$ cat src/rtl/pipeline_id_stage_if.sv
// Fetch/decode boundary bundle: fetch inputs, EX/MEM/WB hazard taps, fetch control and ID/EX outputs.
interface pipeline_id_stage_if;
   logic [31:0] if_pc;
   logic [31:0] if_next_pc;
   logic [31:0] if_instruction;
   logic [4:0]  ex_write_reg;
   logic        ex_reg_write;
   logic        ex_mem_read;
   logic [4:0]  mem_write_reg;
   logic        mem_reg_write;
   logic        mem_mem_read;
   logic [31:0] mem_result;
   logic [4:0]  wb_write_reg;
   logic        wb_reg_write;
   logic [31:0] wb_data;
   logic        pause;
   logic [1:0]  pc_select;
   logic [31:0] branch_address;
   logic [31:0] jump_address;
   logic        id_valid;
   logic [31:0] id_pc;
   logic [31:0] id_next_pc;
   logic [31:0] id_instruction;
   logic [31:0] id_rs_data;
   logic [31:0] id_rt_data;
   logic [31:0] id_imm;
   logic [4:0]  id_write_reg;
   logic        id_reg_write;
   logic        id_mem_read;
   logic        id_mem_write;

   modport slave (
      input  if_pc, if_next_pc, if_instruction,
             ex_write_reg, ex_reg_write, ex_mem_read,
             mem_write_reg, mem_reg_write, mem_mem_read, mem_result,
             wb_write_reg, wb_reg_write, wb_data,
      output pause, pc_select, branch_address, jump_address,
             id_valid, id_pc, id_next_pc, id_instruction,
             id_rs_data, id_rt_data, id_imm, id_write_reg,
             id_reg_write, id_mem_read, id_mem_write
   );

   modport master (
      output if_pc, if_next_pc, if_instruction,
             ex_write_reg, ex_reg_write, ex_mem_read,
             mem_write_reg, mem_reg_write, mem_mem_read, mem_result,
             wb_write_reg, wb_reg_write, wb_data,
      input  pause, pc_select, branch_address, jump_address,
             id_valid, id_pc, id_next_pc, id_instruction,
             id_rs_data, id_rt_data, id_imm, id_write_reg,
             id_reg_write, id_mem_read, id_mem_write
   );
endinterface

$ cat src/rtl/pipeline_id_stage.sv
// Decode stage: IF/ID latch, 32x32 regfile, decode, branch/jump resolution, ID/EX register.
// Two-edge latency IF->ID/EX; pause holds IF/ID and injects a bubble into ID/EX.
module pipeline_id_stage #(
   parameter logic [31:0] RESET_PC = 32'h0000_0000
) (
   input logic                 clock,
   input logic                 reset,
   pipeline_id_stage_if.slave  bus
);
   localparam logic [5:0] OP_RTYPE = 6'h00, OP_J    = 6'h02, OP_JAL  = 6'h03,
                          OP_BEQ   = 6'h04, OP_BNE  = 6'h05, OP_ADDIU = 6'h09,
                          OP_SLTI  = 6'h0A, OP_ANDI = 6'h0C, OP_ORI  = 6'h0D,
                          OP_XORI  = 6'h0E, OP_LUI  = 6'h0F, OP_LW   = 6'h23,
                          OP_SW    = 6'h2B;
   localparam logic [5:0] FN_SLL = 6'h00, FN_SRL = 6'h02, FN_JR  = 6'h08,
                          FN_ADDU = 6'h21, FN_SUBU = 6'h23, FN_AND = 6'h24,
                          FN_OR  = 6'h25, FN_XOR = 6'h26, FN_SLT = 6'h2A;

   logic        r_ifid_valid;
   logic [31:0] r_ifid_pc, r_ifid_next_pc, r_ifid_instr;
   logic [31:0] r_regs [32];

   logic        r_id_valid, r_id_reg_write, r_id_mem_read, r_id_mem_write;
   logic [31:0] r_id_pc, r_id_next_pc, r_id_instruction;
   logic [31:0] r_id_rs_data, r_id_rt_data, r_id_imm;
   logic [4:0]  r_id_write_reg;

   logic [5:0]  w_op, w_funct;
   logic [4:0]  w_rs, w_rt, w_rd;
   logic [31:0] w_imm_sext;
   assign w_op       = r_ifid_instr[31:26];
   assign w_funct    = r_ifid_instr[5:0];
   assign w_rs       = r_ifid_instr[25:21];
   assign w_rt       = r_ifid_instr[20:16];
   assign w_rd       = r_ifid_instr[15:11];
   assign w_imm_sext = {{16{r_ifid_instr[15]}}, r_ifid_instr[15:0]};

   logic        w_reads_rs, w_reads_rt, w_has_dest, w_mem_read, w_mem_write;
   logic        w_is_beq, w_is_bne, w_is_j, w_is_jr, w_reg_write;
   logic [4:0]  w_dest;
   logic [31:0] w_imm;

   always_comb begin
      w_reads_rs  = 1'b0;
      w_reads_rt  = 1'b0;
      w_has_dest  = 1'b0;
      w_dest      = 5'd0;
      w_imm       = 32'd0;
      w_mem_read  = 1'b0;
      w_mem_write = 1'b0;
      w_is_beq    = 1'b0;
      w_is_bne    = 1'b0;
      w_is_j      = 1'b0;
      w_is_jr     = 1'b0;
      case (w_op)
         OP_RTYPE: begin
            case (w_funct)
               FN_ADDU, FN_SUBU, FN_AND, FN_OR, FN_XOR, FN_SLT: begin
                  w_reads_rs = 1'b1;
                  w_reads_rt = 1'b1;
                  w_has_dest = 1'b1;
                  w_dest     = w_rd;
               end
               FN_SLL, FN_SRL: begin
                  w_reads_rt = 1'b1;
                  w_has_dest = 1'b1;
                  w_dest     = w_rd;
               end
               FN_JR: begin
                  w_reads_rs = 1'b1;
                  w_is_jr    = 1'b1;
               end
               default: ;
            endcase
         end
         OP_ADDIU, OP_SLTI, OP_LW: begin
            w_reads_rs = 1'b1;
            w_has_dest = 1'b1;
            w_dest     = w_rt;
            w_imm      = w_imm_sext;
            w_mem_read = (w_op == OP_LW);
         end
         OP_ANDI, OP_ORI, OP_XORI: begin
            w_reads_rs = 1'b1;
            w_has_dest = 1'b1;
            w_dest     = w_rt;
            w_imm      = {16'd0, r_ifid_instr[15:0]};
         end
         OP_LUI: begin
            w_has_dest = 1'b1;
            w_dest     = w_rt;
            w_imm      = {r_ifid_instr[15:0], 16'd0};
         end
         OP_SW: begin
            w_reads_rs  = 1'b1;
            w_reads_rt  = 1'b1;
            w_imm       = w_imm_sext;
            w_mem_write = 1'b1;
         end
         OP_BEQ, OP_BNE: begin
            w_reads_rs = 1'b1;
            w_reads_rt = 1'b1;
            w_imm      = w_imm_sext;
            w_is_beq   = (w_op == OP_BEQ);
            w_is_bne   = (w_op == OP_BNE);
         end
         OP_J: w_is_j = 1'b1;
         OP_JAL: begin
            w_is_j     = 1'b1;
            w_has_dest = 1'b1;
            w_dest     = 5'd31;
         end
         default: ;
      endcase
   end

   assign w_reg_write = w_has_dest && (w_dest != 5'd0);

   // Regfile read with write-first bypass, then MEM forwarding for branch/jr operands only.
   logic [31:0] w_rs_rf, w_rt_rf, w_rs_fwd, w_rt_fwd;
   assign w_rs_rf  = (w_rs == 5'd0) ? 32'd0 :
                     (bus.wb_reg_write && bus.wb_write_reg == w_rs) ? bus.wb_data : r_regs[w_rs];
   assign w_rt_rf  = (w_rt == 5'd0) ? 32'd0 :
                     (bus.wb_reg_write && bus.wb_write_reg == w_rt) ? bus.wb_data : r_regs[w_rt];
   assign w_rs_fwd = (w_rs != 5'd0 && bus.mem_reg_write && !bus.mem_mem_read &&
                      bus.mem_write_reg == w_rs) ? bus.mem_result : w_rs_rf;
   assign w_rt_fwd = (w_rt != 5'd0 && bus.mem_reg_write && !bus.mem_mem_read &&
                      bus.mem_write_reg == w_rt) ? bus.mem_result : w_rt_rf;

   logic w_load_use, w_rs_busy, w_rt_busy, w_ctrl_hazard, w_pause;
   assign w_load_use = r_ifid_valid && bus.ex_mem_read && bus.ex_write_reg != 5'd0 &&
                       ((w_reads_rs && bus.ex_write_reg == w_rs) ||
                        (w_reads_rt && bus.ex_write_reg == w_rt));
   assign w_rs_busy  = w_rs != 5'd0 &&
                       ((bus.ex_reg_write && bus.ex_write_reg == w_rs) ||
                        (bus.mem_mem_read && bus.mem_write_reg == w_rs));
   assign w_rt_busy  = w_rt != 5'd0 &&
                       ((bus.ex_reg_write && bus.ex_write_reg == w_rt) ||
                        (bus.mem_mem_read && bus.mem_write_reg == w_rt));
   assign w_ctrl_hazard = r_ifid_valid && (w_is_beq || w_is_bne || w_is_jr) &&
                          ((w_reads_rs && w_rs_busy) || (w_reads_rt && w_rt_busy));
   assign w_pause = w_load_use || w_ctrl_hazard;

   logic w_equal, w_redirect_br, w_redirect_jmp, w_redirect;
   assign w_equal        = (w_rs_fwd == w_rt_fwd);
   assign w_redirect_br  = r_ifid_valid && !w_pause &&
                           ((w_is_beq && w_equal) || (w_is_bne && !w_equal));
   assign w_redirect_jmp = r_ifid_valid && !w_pause && (w_is_j || w_is_jr);
   assign w_redirect     = w_redirect_br || w_redirect_jmp;

   assign bus.pause          = w_pause;
   assign bus.pc_select      = w_redirect_jmp ? 2'b10 : (w_redirect_br ? 2'b01 : 2'b00);
   assign bus.branch_address = r_ifid_valid ? r_ifid_next_pc + {w_imm_sext[29:0], 2'b00} : 32'd0;
   assign bus.jump_address   = !r_ifid_valid ? 32'd0 :
                               w_is_jr ? w_rs_fwd :
                               {r_ifid_next_pc[31:28], r_ifid_instr[25:0], 2'b00};

   always_ff @(posedge clock) begin
      if (reset || (!w_pause && w_redirect)) begin
         r_ifid_valid   <= 1'b0;
         r_ifid_pc      <= RESET_PC;
         r_ifid_next_pc <= RESET_PC;
         r_ifid_instr   <= 32'd0;
      end else if (!w_pause) begin
         r_ifid_valid   <= 1'b1;
         r_ifid_pc      <= bus.if_pc;
         r_ifid_next_pc <= bus.if_next_pc;
         r_ifid_instr   <= bus.if_instruction;
      end
   end

   always_ff @(posedge clock) begin
      if (reset) begin
         for (int i = 0; i < 32; i++) r_regs[i] <= 32'd0;
      end else if (bus.wb_reg_write && bus.wb_write_reg != 5'd0) begin
         r_regs[bus.wb_write_reg] <= bus.wb_data;
      end
   end

   always_ff @(posedge clock) begin
      if (reset || w_pause || !r_ifid_valid) begin
         r_id_valid       <= 1'b0;
         r_id_pc          <= RESET_PC;
         r_id_next_pc     <= RESET_PC;
         r_id_instruction <= 32'd0;
         r_id_rs_data     <= 32'd0;
         r_id_rt_data     <= 32'd0;
         r_id_imm         <= 32'd0;
         r_id_write_reg   <= 5'd0;
         r_id_reg_write   <= 1'b0;
         r_id_mem_read    <= 1'b0;
         r_id_mem_write   <= 1'b0;
      end else begin
         r_id_valid       <= 1'b1;
         r_id_pc          <= r_ifid_pc;
         r_id_next_pc     <= r_ifid_next_pc;
         r_id_instruction <= r_ifid_instr;
         r_id_rs_data     <= w_rs_rf;
         r_id_rt_data     <= w_rt_rf;
         r_id_imm         <= w_imm;
         r_id_write_reg   <= w_dest;
         r_id_reg_write   <= w_reg_write;
         r_id_mem_read    <= w_mem_read;
         r_id_mem_write   <= w_mem_write;
      end
   end

   assign bus.id_valid       = r_id_valid;
   assign bus.id_pc          = r_id_pc;
   assign bus.id_next_pc     = r_id_next_pc;
   assign bus.id_instruction = r_id_instruction;
   assign bus.id_rs_data     = r_id_rs_data;
   assign bus.id_rt_data     = r_id_rt_data;
   assign bus.id_imm         = r_id_imm;
   assign bus.id_write_reg   = r_id_write_reg;
   assign bus.id_reg_write   = r_id_reg_write;
   assign bus.id_mem_read    = r_id_mem_read;
   assign bus.id_mem_write   = r_id_mem_write;
endmodule

$ cat src/flat_wrapper.sv
// flat-port wrapper written by rule: the top's interface ports become plain ports
module pipeline_id_stage_flat 
#(
   parameter logic [31:0] RESET_PC = 32'h0000_0000
)
  (clock, reset, bus_if_pc, bus_if_next_pc, bus_if_instruction, bus_ex_write_reg, bus_ex_reg_write, bus_ex_mem_read, bus_mem_write_reg, bus_mem_reg_write, bus_mem_mem_read, bus_mem_result, bus_wb_write_reg, bus_wb_reg_write, bus_wb_data, bus_pause, bus_pc_select, bus_branch_address, bus_jump_address, bus_id_valid, bus_id_pc, bus_id_next_pc, bus_id_instruction, bus_id_rs_data, bus_id_rt_data, bus_id_imm, bus_id_write_reg, bus_id_reg_write, bus_id_mem_read, bus_id_mem_write);
  pipeline_id_stage_if bus_i ();
  input logic clock;
  input logic reset;
  input wire logic [$bits(bus_i.if_pc)-1:0] bus_if_pc;
  input wire logic [$bits(bus_i.if_next_pc)-1:0] bus_if_next_pc;
  input wire logic [$bits(bus_i.if_instruction)-1:0] bus_if_instruction;
  input wire logic [$bits(bus_i.ex_write_reg)-1:0] bus_ex_write_reg;
  input wire logic [$bits(bus_i.ex_reg_write)-1:0] bus_ex_reg_write;
  input wire logic [$bits(bus_i.ex_mem_read)-1:0] bus_ex_mem_read;
  input wire logic [$bits(bus_i.mem_write_reg)-1:0] bus_mem_write_reg;
  input wire logic [$bits(bus_i.mem_reg_write)-1:0] bus_mem_reg_write;
  input wire logic [$bits(bus_i.mem_mem_read)-1:0] bus_mem_mem_read;
  input wire logic [$bits(bus_i.mem_result)-1:0] bus_mem_result;
  input wire logic [$bits(bus_i.wb_write_reg)-1:0] bus_wb_write_reg;
  input wire logic [$bits(bus_i.wb_reg_write)-1:0] bus_wb_reg_write;
  input wire logic [$bits(bus_i.wb_data)-1:0] bus_wb_data;
  output wire logic [$bits(bus_i.pause)-1:0] bus_pause;
  output wire logic [$bits(bus_i.pc_select)-1:0] bus_pc_select;
  output wire logic [$bits(bus_i.branch_address)-1:0] bus_branch_address;
  output wire logic [$bits(bus_i.jump_address)-1:0] bus_jump_address;
  output wire logic [$bits(bus_i.id_valid)-1:0] bus_id_valid;
  output wire logic [$bits(bus_i.id_pc)-1:0] bus_id_pc;
  output wire logic [$bits(bus_i.id_next_pc)-1:0] bus_id_next_pc;
  output wire logic [$bits(bus_i.id_instruction)-1:0] bus_id_instruction;
  output wire logic [$bits(bus_i.id_rs_data)-1:0] bus_id_rs_data;
  output wire logic [$bits(bus_i.id_rt_data)-1:0] bus_id_rt_data;
  output wire logic [$bits(bus_i.id_imm)-1:0] bus_id_imm;
  output wire logic [$bits(bus_i.id_write_reg)-1:0] bus_id_write_reg;
  output wire logic [$bits(bus_i.id_reg_write)-1:0] bus_id_reg_write;
  output wire logic [$bits(bus_i.id_mem_read)-1:0] bus_id_mem_read;
  output wire logic [$bits(bus_i.id_mem_write)-1:0] bus_id_mem_write;
  assign bus_i.if_pc = bus_if_pc;
  assign bus_i.if_next_pc = bus_if_next_pc;
  assign bus_i.if_instruction = bus_if_instruction;
  assign bus_i.ex_write_reg = bus_ex_write_reg;
  assign bus_i.ex_reg_write = bus_ex_reg_write;
  assign bus_i.ex_mem_read = bus_ex_mem_read;
  assign bus_i.mem_write_reg = bus_mem_write_reg;
  assign bus_i.mem_reg_write = bus_mem_reg_write;
  assign bus_i.mem_mem_read = bus_mem_mem_read;
  assign bus_i.mem_result = bus_mem_result;
  assign bus_i.wb_write_reg = bus_wb_write_reg;
  assign bus_i.wb_reg_write = bus_wb_reg_write;
  assign bus_i.wb_data = bus_wb_data;
  assign bus_pause = bus_i.pause;
  assign bus_pc_select = bus_i.pc_select;
  assign bus_branch_address = bus_i.branch_address;
  assign bus_jump_address = bus_i.jump_address;
  assign bus_id_valid = bus_i.id_valid;
  assign bus_id_pc = bus_i.id_pc;
  assign bus_id_next_pc = bus_i.id_next_pc;
  assign bus_id_instruction = bus_i.id_instruction;
  assign bus_id_rs_data = bus_i.id_rs_data;
  assign bus_id_rt_data = bus_i.id_rt_data;
  assign bus_id_imm = bus_i.id_imm;
  assign bus_id_write_reg = bus_i.id_write_reg;
  assign bus_id_reg_write = bus_i.id_reg_write;
  assign bus_id_mem_read = bus_i.id_mem_read;
  assign bus_id_mem_write = bus_i.id_mem_write;
  pipeline_id_stage #(.RESET_PC(RESET_PC)) u_core (.clock(clock), .reset(reset), .bus(bus_i));
endmodule
$ cat config.mk
export PLATFORM = sky130hd
export DESIGN_NAME = pipeline_id_stage_flat
export DESIGN_NICKNAME = d
export VERILOG_FILES = /design/src/rtl/pipeline_id_stage_if.sv /design/src/rtl/pipeline_id_stage.sv /design/src/flat_wrapper.sv
export SDC_FILE = /design/constraint.sdc
export NUM_CORES = 2
export LEC_CHECK = 0
export CAP_MARGIN = 20
export CORE_MARGIN = 5
export CORE_UTILIZATION = 30
export CTS_CLUSTER_DIAMETER = 40
export DETAILED_ROUTE_END_ITERATION = 6
export GPL_TIMING_DRIVEN = 0
export SYNTH_ARGS = -nofsm -noshare
export SYNTH_HDL_FRONTEND = slang
export SYNTH_SLANG_ARGS = --single-unit
$ cat constraint.sdc
create_clock -name clock -period 21.9 [get_ports clock]
set_input_delay 6.57 -clock clock [delete_from_list [all_inputs] [get_ports clock]]
set_output_delay 6.57 -clock clock [all_outputs]
set_load 0.1 [all_outputs]
==> results.md <==
* Run status: complete, but fails checks
* Failing checks: design-rule violations
* Maximum vdd ir drop at 0.0771 mV
* Largest register FFs at 1024
* EDFF count, synth at 1024
* Final ANT Viol Nets at 0
* Area growth syn-to-layout at 26.1%
* Core area at 230000 sq um
* Worst min-delay path class: register to register
* Vias after detailed routing at 58400
* Post-synth top cells: and2_1 (1118), edfxtp_1 (1024), mux4_2 (462), clkbuf_1 (362), mux2i_1 (338)
* Share of layout cells above drive strength 1 at 0.188
* FF/Latch Area at 36900 sq um
* DR DRC count at 70
* Die Span Y at 491 um
* Int Pwr at 5.35 mW
* Pwr Total at 7.78 mW
* Max-cap violations at 0
* Cts hold-fix bufs at 0
* Cell Area, Synth at 69400 sq um
* Post-CTS setup buffers at 0
* CP max FO at 10
* Critical path endpoint category: output pin
* Starting Density at 0.301
* Post-synthesis sequential area ratio at 0.532
* Async SR Flop Fraction at 0
* WL/cell at 41.8 um
* Slowest stage delay, CP at 1.28 ns
* Logic pwr share at 0.178
* Sink Count at 1332
* First-pass GRT wire length at 504 mm
* Via density at 6.25
* Remaining global-route overflow at 0
* Filler Cell Count at 21700
* Final nets at 6286
* Clock skew at 0.0730 ns
* Yosys top cell area share at 0.443
* CP Data Required Time at 15.33 ns
* Starting DRT DRC Count at 10600
* Routability congestion estimate at 1.04
* H-tree depth at 4
* Synth Instances at 5261
* Placed cells at 8870
* Worst path slowest cell: clkdlybuf4s50_1
* Final setup viols at 0
* Clock Tree Buf Depth at 3
* Slew Viols, Final at 0
* Vias in the first global route at 54700
* Switching share of power at 0.313
* Cell taking the most area after synthesis: edfxtp_1
* Worst-path cell chain: clkbuf_1, xnor2_1, nand4_1, or2_2, clkbuf_1, buf_2, buf_2, nand4_1, nor4b_1, mux2i_1, o2111ai_1, a2111oi_0, nand4_1, or4_4, a21oi_4, buf_2, clkdlybuf4s50_1
* Crit path kind: primary input to output pin
* Die area at 241000 sq um
* Final hold violations at 0
* Reg with most FFs: u_core.r_regs
* Footprint of the multi-input gates at 30300 sq um
* Post-CTS sizing at 0
* Flop pwr share at 0.376
* Largest cells by area after synthesis: edfxtp_1 (44%), mux4_2 (15%), and2_1 (10%), dfxtp_1 (8.9%), mux2i_1 (4.9%)
* Crit path launch type: primary input
* Post-route insts no fill at 9335
* I/O Buffers at 444
* Worst slew margin at 0.0434
* Most numerous cell in the Yosys netlist: and2_1
* Tmin final at 21.62 ns
* NetSw at 2.44 mW
* Register bit total from synthesis at 1332
* Post-DP HPWL at 281 mm
* Fmax at 46.2 MHz
* DRT Pass-1 Iters at 7
* Lkg Pwr at 31.1 nW
* I/O pin cnt at 450
* CTS Buf Count at 211
* RSZ-0062 raised after global routing: no
* Fin crit share at 0.987
* Worst-Margin Slew at 1.43 ns
* CTS tree: yes
* Most used DFF post-synth: edfxtp_1
* Root Buffer Master: clkbuf_16
* CP Data Arrival Time at 15.05 ns
* Fin util at 0.380
* Clock slew at reported path FFs at 0.06 ns
* Num rows at 176
* DIE WIDTH at 491 um
* Syn_area_per_cell at 13.2 sq um
* Post-Route WL at 390 mm
* Warnings, synthesis at 0
* Clock power frac at 0.446
* Global-route usage over all layers at 0.310
* Clk Latency, worst-skew pair at 0.95 ns
* Power per cell area at 89.0 nW/um^2
* Initial antenna violation count at 90
* Unique cell type count in the Yosys netlist at 89
* Pin count of the biggest net entering global routing at 25
power groups by stage:
stage	registers, mW	clock network, mW	logic (mW)
final	2.93	3.47	1.38
after global routing	2.94	3.57	1.37
after CTS	2.93	3.45	1.30
after detailed placement	2.98	0	1.30
after global placement	2.97	0	1.26
after floorplan	3.05	0	0.623
logic make-up after synthesis:
kind of cell               Yosys count  synth area share
DFF                               1332             0.532
buffers and inverters              543            0.0352
AOI/OAI and AO/OA                  638            0.0656
muxes                              809             0.200
adders and majority gates           30           0.00552
and+or+nand+nor                   1833             0.152
other                                1         0.0000541
xor gates and xnor gates            75           0.00947
through the flow:
step	setup TNS [ns]	hold slack, ns	worst slack [ns]	area, sq um
floorplan	0	0.429	4.69	69500
global placement	-0.645	0.440	-0.645	77700
detailed placement	0	0.443	0.973	79800
CTS	0	0.457	0.949	87100
global route	0	0.483	0.532	87400
finish	0	0.457	0.276	87400
critical path, delay by kind of cell:
kind / cells / cell delay (ns)
AOI/OAI and AO/OA: 3 / 1.40
xor gates and xnor gates: 1 / 0.11
buffers and inverters: 6 / 3.98
muxes: 1 / 0.17
and+or+nand+nor: 6 / 2.75
per-layer routing:
layer	share of wire	vias to the layer above	track usage
met5	0.0010	-	0.0113
met2	0.41	6141	0.446
met1	0.31	28700	0.334
li1	-	21600	-
met3	0.17	1916	0.166
met4	0.11	28	0.261
cells in the final DEF (no fill, tap or decap), types with 127 or more instances in the layout:
cell type	netlist	routed
mux4_2	462	462
dfxtp_1	308	308
nand2_1	136	136
mux2i_1	338	338
nor2_1	169	165
clkdlybuf4s50_1	0	444
clkbuf_1	362	368
a22oi_1	127	127
clkbuf_16	0	214
and2_1	1118	1118
nor3_1	182	182
edfxtp_1	1024	1024
final cells by class:
cell class	count	share of cell area
antenna	52	0.00149
buffer	519	0.0271
clock buffer	232	0.0624
clock inverter	164	0.0209
inverter	24	0.00103
multi-input combinational	3417	0.346
sequential	1332	0.422
tap	3026	0.0433
timing repair buffer	569	0.0755
worst paths after layout:
kind | end | slack [ns] | startpoint | cells past startpoint
worst max-delay path | bus_pc_select[0] | 0.28 | bus_wb_write_reg[1] | 17
worst min-delay path | u_core.bus.id_pc[29] | 0.46 | u_core.r_ifid_pc[29] | 1
worst max register to register | u_core.r_ifid_instr[16] | 13.60 | u_core.r_ifid_instr[17] | 17
worst min register to register | u_core.bus.id_pc[29] | 0.46 | u_core.r_ifid_pc[29] | 1
No activity file was read; power rests on OpenSTA's default activity.
